==> config.mk <==
export PLATFORM = sky130hd
export DESIGN_NAME = wb_ctrl_flat
export DESIGN_NICKNAME = d
export VERILOG_FILES = /design/src/rtl/wb_ctrl_if.sv /design/src/rtl/wb_ctrl.sv /design/src/flat_wrapper.sv
export SDC_FILE = /design/constraint.sdc
export NUM_CORES = 1
export LEC_CHECK = 0
export CAP_MARGIN = 20
export CORE_UTILIZATION = 52
export DETAILED_ROUTE_END_ITERATION = 8
export PLACE_DENSITY = 0.8
export SYNTH_ARGS = -nofsm -noshare
export SYNTH_HDL_FRONTEND = slang
export SYNTH_SLANG_ARGS = --single-unit
export TNS_END_PERCENT = 10
==> constraint.sdc <==
create_clock -name clk -period 4.6 [get_ports clk]
set_input_delay 1.38 -clock clk [delete_from_list [all_inputs] [get_ports clk]]
set_output_delay 1.38 -clock clk [all_outputs]
set_load 0.01 [all_outputs]
==> src/rtl/wb_ctrl_if.sv <==
// Register-file writeback bundle: pipeline and long-latency result inputs,
// issue/decode scoreboard queries, and the registered regfile write port.
interface wb_ctrl_if;
   logic        a_valid;
   logic [4:0]  a_rd;
   logic [31:0] a_data;
   logic        b_valid;
   logic        b_ready;
   logic [4:0]  b_rd;
   logic [31:0] b_data;
   logic        iss_valid;
   logic [4:0]  iss_rd;
   logic [4:0]  dec_rs1;
   logic [4:0]  dec_rs2;
   logic [4:0]  dec_rd;
   logic        dec_stall;
   logic        pipe_hold;
   logic        we;
   logic [4:0]  rd_addr;
   logic [31:0] wdata;

   modport master (
      output a_valid, a_rd, a_data, b_valid, b_rd, b_data,
      output iss_valid, iss_rd, dec_rs1, dec_rs2, dec_rd,
      input  b_ready, dec_stall, pipe_hold, we, rd_addr, wdata
   );

   modport slave (
      input  a_valid, a_rd, a_data, b_valid, b_rd, b_data,
      input  iss_valid, iss_rd, dec_rs1, dec_rs2, dec_rd,
      output b_ready, dec_stall, pipe_hold, we, rd_addr, wdata
   );
endinterface

==> src/rtl/wb_ctrl.sv <==
// Regfile write-port arbiter: in-order pipeline writes beat queued long-latency
// results; a busy scoreboard stalls decode on pending long-latency destinations.
module wb_ctrl_chk (
   input logic clk,
   input logic rst_n,
   input logic a_valid,
   input logic pipe_hold
);
   // Pipeline must not present a writeback while it is being held off.
   a_during_hold: assert property (@(posedge clk) disable iff (!rst_n) !(pipe_hold && a_valid))
      else $error("a_valid asserted while pipe_hold is high");
endmodule

module wb_ctrl #(
   parameter int DEPTH      = 2,
   parameter int STARVE_LIM = 4
) (
   input logic        clk,
   input logic        rst_n,
   wb_ctrl_if.slave   bus
);
   localparam int PTR_W = $clog2(DEPTH);
   localparam int CNT_W = PTR_W + 1;
   localparam int SC_W  = $clog2(STARVE_LIM) + 1;
   localparam logic [SC_W-1:0]  LIM_M1 = SC_W'(STARVE_LIM - 1);
   localparam logic [CNT_W-1:0] FULL_CNT = CNT_W'(DEPTH);

   typedef struct packed {
      logic [4:0]  rd;
      logic [31:0] data;
   } entry_t;

   entry_t            mem_q [DEPTH];
   entry_t            mem_d [DEPTH];
   logic [PTR_W-1:0]  wr_ptr_q, wr_ptr_d, rd_ptr_q, rd_ptr_d;
   logic [CNT_W-1:0]  count_q, count_d;
   logic [SC_W-1:0]   starve_q, starve_d;
   logic              pipe_hold_q, pipe_hold_d;
   logic              we_q, we_d, from_b_q, from_b_d;
   logic [4:0]        rd_addr_q, rd_addr_d;
   logic [31:0]       wdata_q, wdata_d;
   logic [31:0]       busy_q, busy_d;
   logic [31:0]       clr_vec, set_vec;

   logic   empty, full, sel_a, pop, push;
   entry_t head;

   assign empty = (count_q == {CNT_W{1'b0}});
   assign full  = (count_q == FULL_CNT);
   assign head  = mem_q[rd_ptr_q];
   assign sel_a = bus.a_valid && (bus.a_rd != 5'd0);
   assign pop   = !sel_a && !empty;
   // rd=0 results are handshaken but dropped: x0 is never written.
   assign push  = bus.b_valid && !full && (bus.b_rd != 5'd0);

   assign bus.b_ready   = !full;
   assign bus.dec_stall = busy_q[bus.dec_rs1] | busy_q[bus.dec_rs2] | busy_q[bus.dec_rd];
   assign bus.pipe_hold = pipe_hold_q;
   assign bus.we        = we_q;
   assign bus.rd_addr   = rd_addr_q;
   assign bus.wdata     = wdata_q;

   // Write-port selection: A first, then FIFO head; address/data hold when idle.
   always_comb begin
      we_d      = 1'b0;
      from_b_d  = 1'b0;
      rd_addr_d = rd_addr_q;
      wdata_d   = wdata_q;
      if (sel_a) begin
         we_d      = 1'b1;
         rd_addr_d = bus.a_rd;
         wdata_d   = bus.a_data;
      end else if (pop) begin
         we_d      = 1'b1;
         from_b_d  = 1'b1;
         rd_addr_d = head.rd;
         wdata_d   = head.data;
      end else begin
         we_d      = 1'b0;
      end
   end

   // Result FIFO pointer, storage and occupancy update.
   always_comb begin
      mem_d    = mem_q;
      wr_ptr_d = wr_ptr_q;
      if (push) begin
         mem_d[wr_ptr_q] = '{rd: bus.b_rd, data: bus.b_data};
         wr_ptr_d        = wr_ptr_q + PTR_W'(1);
      end else begin
         wr_ptr_d = wr_ptr_q;
      end
      rd_ptr_d = pop ? (rd_ptr_q + PTR_W'(1)) : rd_ptr_q;
      case ({push, pop})
         2'b10:   count_d = count_q + CNT_W'(1);
         2'b01:   count_d = count_q - CNT_W'(1);
         default: count_d = count_q;
      endcase
   end

   // Starvation tracking: hold the pipeline once the head has waited too long.
   always_comb begin
      starve_d    = starve_q;
      pipe_hold_d = 1'b0;
      if (pop || empty) begin
         starve_d    = {SC_W{1'b0}};
         pipe_hold_d = 1'b0;
      end else begin
         starve_d    = (starve_q >= LIM_M1) ? starve_q : (starve_q + SC_W'(1));
         pipe_hold_d = (starve_q >= LIM_M1);
      end
   end

   // Scoreboard: a B write landing clears its bit; a same-cycle issue re-sets it.
   always_comb begin
      clr_vec = (we_q && from_b_q) ? (32'd1 << rd_addr_q) : 32'd0;
      set_vec = (bus.iss_valid && (bus.iss_rd != 5'd0)) ? (32'd1 << bus.iss_rd) : 32'd0;
      busy_d  = ((busy_q & ~clr_vec) | set_vec) & ~32'd1;
   end

   // State registers.
   always_ff @(posedge clk or negedge rst_n) begin
      if (!rst_n) begin
         for (int i = 0; i < DEPTH; i++) begin
            mem_q[i] <= '{rd: 5'd0, data: 32'd0};
         end
         wr_ptr_q    <= {PTR_W{1'b0}};
         rd_ptr_q    <= {PTR_W{1'b0}};
         count_q     <= {CNT_W{1'b0}};
         starve_q    <= {SC_W{1'b0}};
         pipe_hold_q <= 1'b0;
         we_q        <= 1'b0;
         from_b_q    <= 1'b0;
         rd_addr_q   <= 5'd0;
         wdata_q     <= 32'd0;
         busy_q      <= 32'd0;
      end else begin
         mem_q       <= mem_d;
         wr_ptr_q    <= wr_ptr_d;
         rd_ptr_q    <= rd_ptr_d;
         count_q     <= count_d;
         starve_q    <= starve_d;
         pipe_hold_q <= pipe_hold_d;
         we_q        <= we_d;
         from_b_q    <= from_b_d;
         rd_addr_q   <= rd_addr_d;
         wdata_q     <= wdata_d;
         busy_q      <= busy_d;
      end
   end

   wb_ctrl_chk u_chk (
      .clk       (clk),
      .rst_n     (rst_n),
      .a_valid   (bus.a_valid),
      .pipe_hold (pipe_hold_q)
   );
endmodule

==> src/flat_wrapper.sv <==
// flat-port wrapper written by rule: the top's interface ports become plain ports
module wb_ctrl_flat 
#(
   parameter int DEPTH      = 2,
   parameter int STARVE_LIM = 4
)
  (clk, rst_n, bus_a_valid, bus_a_rd, bus_a_data, bus_b_valid, bus_b_rd, bus_b_data, bus_iss_valid, bus_iss_rd, bus_dec_rs1, bus_dec_rs2, bus_dec_rd, bus_b_ready, bus_dec_stall, bus_pipe_hold, bus_we, bus_rd_addr, bus_wdata);
  wb_ctrl_if bus_i ();
  input logic clk;
  input logic rst_n;
  input wire logic [$bits(bus_i.a_valid)-1:0] bus_a_valid;
  input wire logic [$bits(bus_i.a_rd)-1:0] bus_a_rd;
  input wire logic [$bits(bus_i.a_data)-1:0] bus_a_data;
  input wire logic [$bits(bus_i.b_valid)-1:0] bus_b_valid;
  input wire logic [$bits(bus_i.b_rd)-1:0] bus_b_rd;
  input wire logic [$bits(bus_i.b_data)-1:0] bus_b_data;
  input wire logic [$bits(bus_i.iss_valid)-1:0] bus_iss_valid;
  input wire logic [$bits(bus_i.iss_rd)-1:0] bus_iss_rd;
  input wire logic [$bits(bus_i.dec_rs1)-1:0] bus_dec_rs1;
  input wire logic [$bits(bus_i.dec_rs2)-1:0] bus_dec_rs2;
  input wire logic [$bits(bus_i.dec_rd)-1:0] bus_dec_rd;
  output wire logic [$bits(bus_i.b_ready)-1:0] bus_b_ready;
  output wire logic [$bits(bus_i.dec_stall)-1:0] bus_dec_stall;
  output wire logic [$bits(bus_i.pipe_hold)-1:0] bus_pipe_hold;
  output wire logic [$bits(bus_i.we)-1:0] bus_we;
  output wire logic [$bits(bus_i.rd_addr)-1:0] bus_rd_addr;
  output wire logic [$bits(bus_i.wdata)-1:0] bus_wdata;
  assign bus_i.a_valid = bus_a_valid;
  assign bus_i.a_rd = bus_a_rd;
  assign bus_i.a_data = bus_a_data;
  assign bus_i.b_valid = bus_b_valid;
  assign bus_i.b_rd = bus_b_rd;
  assign bus_i.b_data = bus_b_data;
  assign bus_i.iss_valid = bus_iss_valid;
  assign bus_i.iss_rd = bus_iss_rd;
  assign bus_i.dec_rs1 = bus_dec_rs1;
  assign bus_i.dec_rs2 = bus_dec_rs2;
  assign bus_i.dec_rd = bus_dec_rd;
  assign bus_b_ready = bus_i.b_ready;
  assign bus_dec_stall = bus_i.dec_stall;
  assign bus_pipe_hold = bus_i.pipe_hold;
  assign bus_we = bus_i.we;
  assign bus_rd_addr = bus_i.rd_addr;
  assign bus_wdata = bus_i.wdata;
  wb_ctrl #(.DEPTH(DEPTH), .STARVE_LIM(STARVE_LIM)) u_core (.clk(clk), .rst_n(rst_n), .bus(bus_i));
endmodule
After elaboration in Yosys (flattened, before gate mapping) --
Index checks and enable logic that the tools add are counted.
Cells by class: eq/ne operators 4, bitwise logic cells 7, add/subtract/negate cells 5, order comparisons 7, reduce and logical (&&, ||, !) cells 17, mux-type cells 25, shift operators 2
Operators with widths (number):
- two-way mux 37 bit | 4
- two-way mux 32 bit | 4
- bitwise mux 74 bit | 1
- << shifter 1 x 5 -> 32 bit, first input constant | 2
- demux 37 bit (select 1 bit) | 1
- AND 32 bit | 1
- NOT 32 bit | 1
- bitwise OR 32 bit | 1
- less-than comparator 5 x 6 -> 1 bit, second input constant | 3
- binary-select mux 1 bit (select 5 bit) | 3
- nonzero test 5 bit | 3
- two-way mux 5 bit | 2
- logical AND 1 bit | 7
- two-way mux 1 bit | 7
- two-way mux 3 bit | 2
- equality test 2 bit, second input constant | 2
- >= comparator 2 bit, second input constant | 2
- NOT 1 -> 2 bit | 2
- one-hot mux 2 bit (2 select lines) | 1
- nonzero test 2 bit | 2
- adder 3 x 1 -> 3 bit, second input constant | 1
- >= comparator 3 x 2 -> 1 bit, second input constant | 1
- logical NOT 1 bit | 3
- adder 1 bit, second input constant | 2
- 8 further kinds | 9
Word-level totals: input bits 99, bits in registers 152

Logic depth before layout (Yosys ltp) --
Gate-level depths: netlist of run 1.
word-level depth 6, depth in mapped cells 8, gate-level depth less buffers 7

Worst setup path after synthesis of run 1 --
OpenSTA, ideal clock, no wires.
path type input-to-output, start input bus_dec_rd[0], end output bus_dec_stall, data required time 3.220 ns, cell stages on the path 6, buffers on the path 1, path slack 0.337 ns, arrival time 2.883 ns, cell sequence buf_6 > mux4_2 > mux2_4 > and3_4 > a2111oi_4 > nand4_1
Between the ends: cells in the longest elaborated chain, start to end 3
RTL lines:
- start: declaration | line flat_wrapper.sv:21 | input wire logic [$bits(bus_i.dec_rd)-1:0] bus_dec_rd;
- binary-select mux 1 bit (select 5 bit) | line wb_ctrl.sv:57 | assign bus.dec_stall = busy_q[bus.dec_rs1] | busy_q[bus.dec_rs2] | busy_q[bus.dec_rd];
- two-way mux 1 bit (implied by the code) | line wb_ctrl.sv:57
- bitwise OR 1 bit | line wb_ctrl.sv:57
- end: declaration | line flat_wrapper.sv:23 | output wire logic [$bits(bus_i.dec_stall)-1:0] bus_dec_stall;
No other way between the ends. The select of a mux whose other input is x is not followed.

Worst setup path after layout of run 1 --
Same ends and word-level chain as after synthesis.

==> metrics.cfg, run 1 <==
[global_route]
grt_pass1_wl_um=29900
antenna_found_initial=0
grt_util_all_layers=0.267
grt_pass1_vias=6110
grt_overflow=0
grt_max_degree=85

[critical_path]
critPathCaptureType=output port
crit_fanout=3
reg2reg_from=u_core.count_q[1]
worstRegToRegCells=5
regToRegSetupSlack_ns=2.34
crit_type=input port to output port
cp.arrival_ns=3.15
cp.required_ns=3.22
r2r_end=u_core.count_q[1]
start_kind=input port

[place]
place_area_um2=9080
dp.cells=949
finalWeightedCongestion=0.905
io_buffer_count=139
post-place-ws_ns=-0.697
post-dp-hpwl_um=12900

[detailed_routing]
wl_um=18400
vias_per_cell=5.76
ant_nets=0
avgRoutedWirePerCell_um=18.7
drtIter0Drc=280
drt_pass1_iterations=4
route.detailed.drc=0
vias=5649

[min_path]
hold_end=u_core.mem_q[64]
hp-start=u_core.mem_q[64]
hp-class=register to register
min_path_cells=1

[floorplanning]
ios=140
die_y_um=121
initial_utilization=0.534
coreArea_um2=13900
die_area_um2=14700
die_width_um=121
rows=43

[pwr]
p_comb_frac=0.373
p_int_mw=4.12
seq_power_share=0.399
swShare=0.333
p_sw_mw=2.06
pwr-share-clk=0.229
peakVddDrop_mv=0.377
finalPower_mw=6.18
cellPowerDensity_nw_per_um2=636
leakagePower_nw=4.06

[timing]
setup_viol=0
period_share=0.985
fin_ws_ns=0.0673
worstMarginPinSlew_ns=0.965
drv_slew=0
rsz0062_at_grt=false
clock.fmax_mhz=221
holdWs_ns=0.489
skew_ns=0.00673
tns_ns=0
final_hold_viol_count=0
relSlewSlack=0.355
min_period_ns=4.53

[logic_synthesis]
ys_seq_elements=152
yosys_warnings=0
yosysTopAreaCellShare=0.513
synth_flop_cell=dfrtp_1
netlist_instances=644
avgSynthCellArea_um2=11.5
ys_types=54
synthArstFlopShare=1.00
synth.cell_area_um2=7410
synth_nets=746
ys_top_cells_by_area=dfrtp_1 (51%), mux2_2 (7.1%), o21ai_0 (6.8%), mux2i_1 (6.6%), mux4_2 (4.6%)
yosysSeqAreaShare=0.513
synth-edff-count=0
yosys.area.top_type=dfrtp_1

[cts]
clk_latency_ns=0.41
htree_levels=4
root_buffer=clkbuf_16
cts_tree=done
path_clk_slew_ns=0.06
clock-sinks=152
cts_buffer_depth=2
cts_buffers=17

[cells_and_area]
fin_nets=892
synthToLayoutAreaGrowth_pct=31.0
finalNonFillerCells=981
fin_area_um2=9710
drive_above_1_share=0.170
final_util=0.700
antenna_cells=0

[run_status]
outcome=complete, no violations

[run]
max-cap-violations=0

cell type report:
cell class	instances	area, um^2
Clock inverter	7	116
Tap cell	180	225
Inverter	6	22.5
Clock buffer	23	488
Timing Repair Buffer	164	1640
Sequential cell	152	3800
Multi-Input combinational cell	449	3410
Fill cell	1024	4170
kinds of logic after synthesis:
kind of cell / Yosys count / synth area share
adders and majority gates: 3 / 0.00506
AOI/OAI and AO/OA: 156 / 0.115
buffers and inverters: 43 / 0.0280
xor gates and xnor gates: 4 / 0.00473
muxes: 144 / 0.242
and+or+nand+nor: 142 / 0.0928
DFF: 152 / 0.513
per-layer routing:
| layer | GRT usage | wire length (um) | vias up |
|---|---|---|---|
| met3 | 0.0785 | 1080 | 52 |
| li1 | - | - | 2622 |
| met5 | 0 | 0 | - |
| met4 | 0.139 | 714 | 0 |
| met2 | 0.448 | 9240 | 175 |
| met1 | 0.308 | 7320 | 2800 |
power by group through the flow:
| stage | combinational [mW] | sequential, mW | clock, mW |
|---|---|---|---|
| floorplan | 1.54 | 2.33 | 0 |
| global placement | 2.15 | 2.48 | 0 |
| detailed placement | 2.30 | 2.46 | 0 |
| CTS | 2.33 | 2.45 | 1.44 |
| global route | 2.54 | 2.54 | 1.49 |
| finish | 2.30 | 2.46 | 1.41 |
cell usage in the layout (no fill, tap or decap), types with 2 or more instances in the layout:
| cell | synthesis | layout |
|---|---|---|
| nor3b_1 | 3 | 3 |
| or3_1 | 3 | 3 |
| bufinv_16 | 0 | 3 |
| clkbuf_1 | 22 | 2 |
| buf_12 | 0 | 4 |
| or3b_1 | 2 | 2 |
| nand3b_1 | 11 | 11 |
| dlygate4sd2_1 | 0 | 4 |
| o21ai_0 | 101 | 100 |
| nand4_1 | 2 | 2 |
| nand2_1 | 48 | 48 |
| nor2_1 | 49 | 48 |
| buf_4 | 4 | 20 |
| mux4_1 | 3 | 2 |
| nand3_1 | 4 | 4 |
| or3b_2 | 2 | 2 |
| ha_1 | 3 | 3 |
| mux2_2 | 47 | 47 |
| clkdlybuf4s50_1 | 0 | 131 |
| mux4_2 | 15 | 16 |
| and3_4 | 2 | 2 |
| mux2i_1 | 49 | 49 |
| inv_1 | 5 | 5 |
| mux2_1 | 28 | 28 |
| xnor2_1 | 2 | 2 |
| clkbuf_16 | 0 | 17 |
| xor2_1 | 2 | 2 |
| or4_1 | 3 | 3 |
| a21oi_1 | 41 | 41 |
| nand2b_1 | 4 | 4 |
| clkinv_2 | 0 | 2 |
| dfrtp_1 | 152 | 151 |
| clkbuf_8 | 0 | 4 |
sequential cells by signal, summed over array words and instances (netlist names):
name / count
u_core.bus.rd_addr: 5
u_core.from_b_q: 1
u_core.rd_ptr_q: 1
u_core.count_q: 2
u_core.mem_q: 74
u_core.bus.wdata: 32
u_core.bus.we: 1
u_core.wr_ptr_q: 1
u_core.starve_q: 3
u_core.bus.pipe_hold: 1
u_core.busy_q: 31
synthesized netlist by cell type, types with 5 or more instances:
master,instances
dfrtp_1,152
o21ai_0,101
mux2i_1,49
nor2_1,49
nand2_1,48
mux2_2,47
a21oi_1,41
mux2_1,28
clkbuf_1,22
mux4_2,15
nand3b_1,11
buf_2,7
inv_1,5
critical path: stages:
cell	delay, ns
clkdlybuf4s15_2	0.22
mux4_2	0.49
mux2_4	0.28
and3_4	0.18
a2111oi_4	0.32
nand4_1	0.11
buf_2	0.16
timing repair:
item	4_1_cts	5_1_grt
endpoints found under the setup margin	1	1
gates cloned	1	0
pin swaps	0	2
hold buffers	0	0
setup buffers	1	0
resized for setup	14	4
hold endpoints to repair	0	0
worst max-delay path by stage:
stage / from / to / cells past startpoint
final: bus_dec_rd[0] / bus_dec_stall / 7
after global routing: bus_dec_rd[0] / bus_dec_stall / 7
after CTS: bus_dec_rd[0] / bus_dec_stall / 7
after detailed placement: bus_dec_rd[0] / bus_dec_stall / 7
after global placement: bus_dec_rd[0] / bus_dec_stall / 7
after floorplan: bus_dec_rd[0] / bus_dec_stall / 6
Note: power is estimated with default switching activity, not from simulation.
==> run 2, diff against run 1 <==
CORE_UTILIZATION = 47   (was 52)
PLACE_DENSITY = 0.76   (was 0.8)
clock period = 3.7 ns   (was 4.6 ns; I/O delays follow)
==> metrics.cfg, run 2 (synthesis results as in run 1) <==
[detailed_routing]
route.detailed.drc=0  ; unchanged
wl_um=18500  ; was 18,400 um
avgRoutedWirePerCell_um=18.1  ; was 18.7 um
drtIter0Drc=275  ; was 280
wl_met3_um=1210  ; was 1080 um
vias_per_cell=5.62  ; was 5.76
drt-met1-wl_um=7690  ; was 7320 um
ant_nets=0  ; unchanged
vias=5730  ; was 5,649
drt_pass1_iterations=4  ; unchanged
dr_wl_met2_um=9230  ; was 9240 um
maxUsedRoutingLayer=met4  ; unchanged

[critical_path]
worstRegToRegCells=5  ; unchanged
reg2reg_from=u_core.count_q[0]  ; was u_core.count_q[1]
cp.arrival_ns=2.64  ; was 3.15 ns
cp.required_ns=2.59  ; was 3.22 ns
crit_type=input port to output port  ; unchanged
r2r_end=u_core.mem_q[63]  ; was u_core.count_q[1]
crit_fanout=6  ; was 3
critPathCaptureType=output port  ; unchanged
start_kind=input port  ; unchanged
regToRegSetupSlack_ns=1.83  ; was 2.34 ns

[cells_and_area]
fin_nets=899  ; was 892
drive_above_1_share=0.182  ; was 0.170
largest_register_ffs=74  ; unchanged
layout_common_cells=dfrtp_1 (151), clkdlybuf4s50_1 (127), o21ai_0 (100), mux2i_1 (49)  ; was dfrtp_1 (151), clkdlybuf4s50_1 (131), o21ai_0 (100), mux2i_1 (49)
antenna_cells=0  ; unchanged
fin_area_um2=9790  ; was 9710 um^2
final_util=0.639  ; was 0.700
regMostFlops=u_core.mem_q  ; unchanged
synthToLayoutAreaGrowth_pct=32.0  ; was 31.0%
final_common_cell=dfrtp_1  ; unchanged
finalNonFillerCells=1020  ; was 981

[cts]
clk_latency_ns=0.41  ; about the same
cts_buffers=17  ; unchanged
root_buffer=clkbuf_16  ; unchanged
path_clk_slew_ns=0.06  ; about the same
clock-sinks=152  ; unchanged
htree_levels=4  ; unchanged
cts_tree=done  ; unchanged
cts_buffer_depth=2  ; unchanged

[pwr]
pwr-share-clk=0.216  ; was 0.229
p_comb_frac=0.379  ; was 0.373
leakagePower_nw=4.10  ; was 4.06 nW
p_int_mw=5.02  ; was 4.12 mW
swShare=0.342  ; was 0.333
seq_power_share=0.405  ; was 0.399
peakVddDrop_mv=0.398  ; was 0.377 mV
finalPower_mw=7.63  ; was 6.18 mW
p_sw_mw=2.61  ; was 2.06 mW
cellPowerDensity_nw_per_um2=780  ; was 636 nW/um^2

[global_route]
grt_overflow=0  ; unchanged
grt_pass1_vias=6103  ; was 6,110
grt_max_degree=84  ; was 85
antenna_found_initial=0  ; unchanged
grt_pass1_wl_um=30500  ; was 29,900 um
grt_util_all_layers=0.241  ; was 0.267

[min_path]
hold_end=u_core.mem_q[62]  ; was u_core.mem_q[64]
hp-start=u_core.mem_q[62]  ; was u_core.mem_q[64]
hp-class=register to register  ; unchanged
min_path_cells=1  ; unchanged

[run]
max-cap-violations=0  ; unchanged

[timing]
setup_viol=1  ; was 0
skew_ns=0.00620  ; was 0.00673 ns
drv_slew=0  ; unchanged
tns_ns=-0.0517  ; was 0 ns
rsz0062_at_grt=true  ; was false
holdWs_ns=0.491  ; was 0.489 ns
fin_ws_ns=-0.0517  ; was 0.0673 ns
final_hold_viol_count=0  ; unchanged
worstMarginPinSlew_ns=0.785  ; was 0.965 ns
relSlewSlack=0.477  ; was 0.355
clock.fmax_mhz=267
min_period_ns=3.75
period_share=1.01

[place]
post-dp-hpwl_um=13100  ; was 12,900 um
finalWeightedCongestion=0.881  ; was 0.905
dp.cells=988  ; was 949
place_area_um2=9200  ; was 9080 um^2
io_buffer_count=139  ; unchanged
post-place-ws_ns=-1.06  ; was -0.697 ns

[floorplanning]
coreArea_um2=15300  ; was 13,900 um^2
rows=45  ; was 43
initial_utilization=0.484  ; was 0.534
die_y_um=128  ; was 121 um
die_width_um=128  ; was 121 um
die_area_um2=16300  ; was 14,700 um^2
ios=140  ; unchanged

[run_status]
failed_checks=setup timing
outcome=finished with violations  ; was complete, no violations

[run 2: changes by cell type in the layout (fill, tap and decap cells not counted), sizes merged]
cell / delta
dlygate4sd2: -2
bufinv: -1
clkinvlp: +3
clkinv: +2
dlymetal6s2s: +2
clkbuf: -3
clkdlybuf4s50: -4
clkdlybuf4s15: +2
buf: +10
bufbuf: -1
[run 2: layout make-up]
type                    instances  area (um^2)
clock buffers                  20          437
repair buffers                171         1700
inverters                       6         22.5
clock inverters                11          126
well taps                     211          264
flip-flops and latches        152         3800
fillers                      1203         5530
multi-input cells             449         3430
[run 2: worst max-delay path by stage]
stage                               from             to
after global placement     bus_dec_rd[0]  bus_dec_stall
after detailed placement   bus_dec_rd[0]  bus_dec_stall
after floorplan            bus_dec_rd[0]  bus_dec_stall
final                      bus_dec_rd[0]  bus_dec_stall
after CTS                 bus_dec_rs2[1]  bus_dec_stall
after global routing       bus_dec_rd[0]  bus_dec_stall
[run 2: per-layer routing]
layer  vias up  global-route usage
li1       2640                   -
met1      2855               0.299
met2       204               0.407
met3        31              0.0649
met4         0              0.0865
met5         -                   0
[run 2: worst max-delay path, stage by stage]
cell	delay (ns)
buf_8	0.09
buf_4	0.15
mux4_1	0.55
o2bb2ai_1	0.15
a311oi_1	0.06
nor4_1	0.26
nand4_1	0.11
buf_2	0.16
[run 2: power by group through the flow]
stage / sequential, mW / combinational, mW / clock, mW
after CTS: 3.08 / 2.93 / 1.68
after global routing: 3.19 / 3.18 / 1.75
after floorplan: 2.90 / 1.92 / 0
after global placement: 3.09 / 2.72 / 0
after detailed placement: 3.10 / 2.89 / 0
final: 3.09 / 2.89 / 1.65
[run 2: what timing repair did]
action / CTS / global route
gates resized for setup: 32 / 7
buffers inserted: 2 / 0
endpoints found under the setup margin: 1 / 1
hold buffers: 0 / 0
pin swaps: 7 / 2
==> run 3, diff against run 2 <==
CTS_CLUSTER_SIZE = 10   (was not set)
==> results of run 3 <==
Final layout, timing and power as in run 2 (identical DEF).
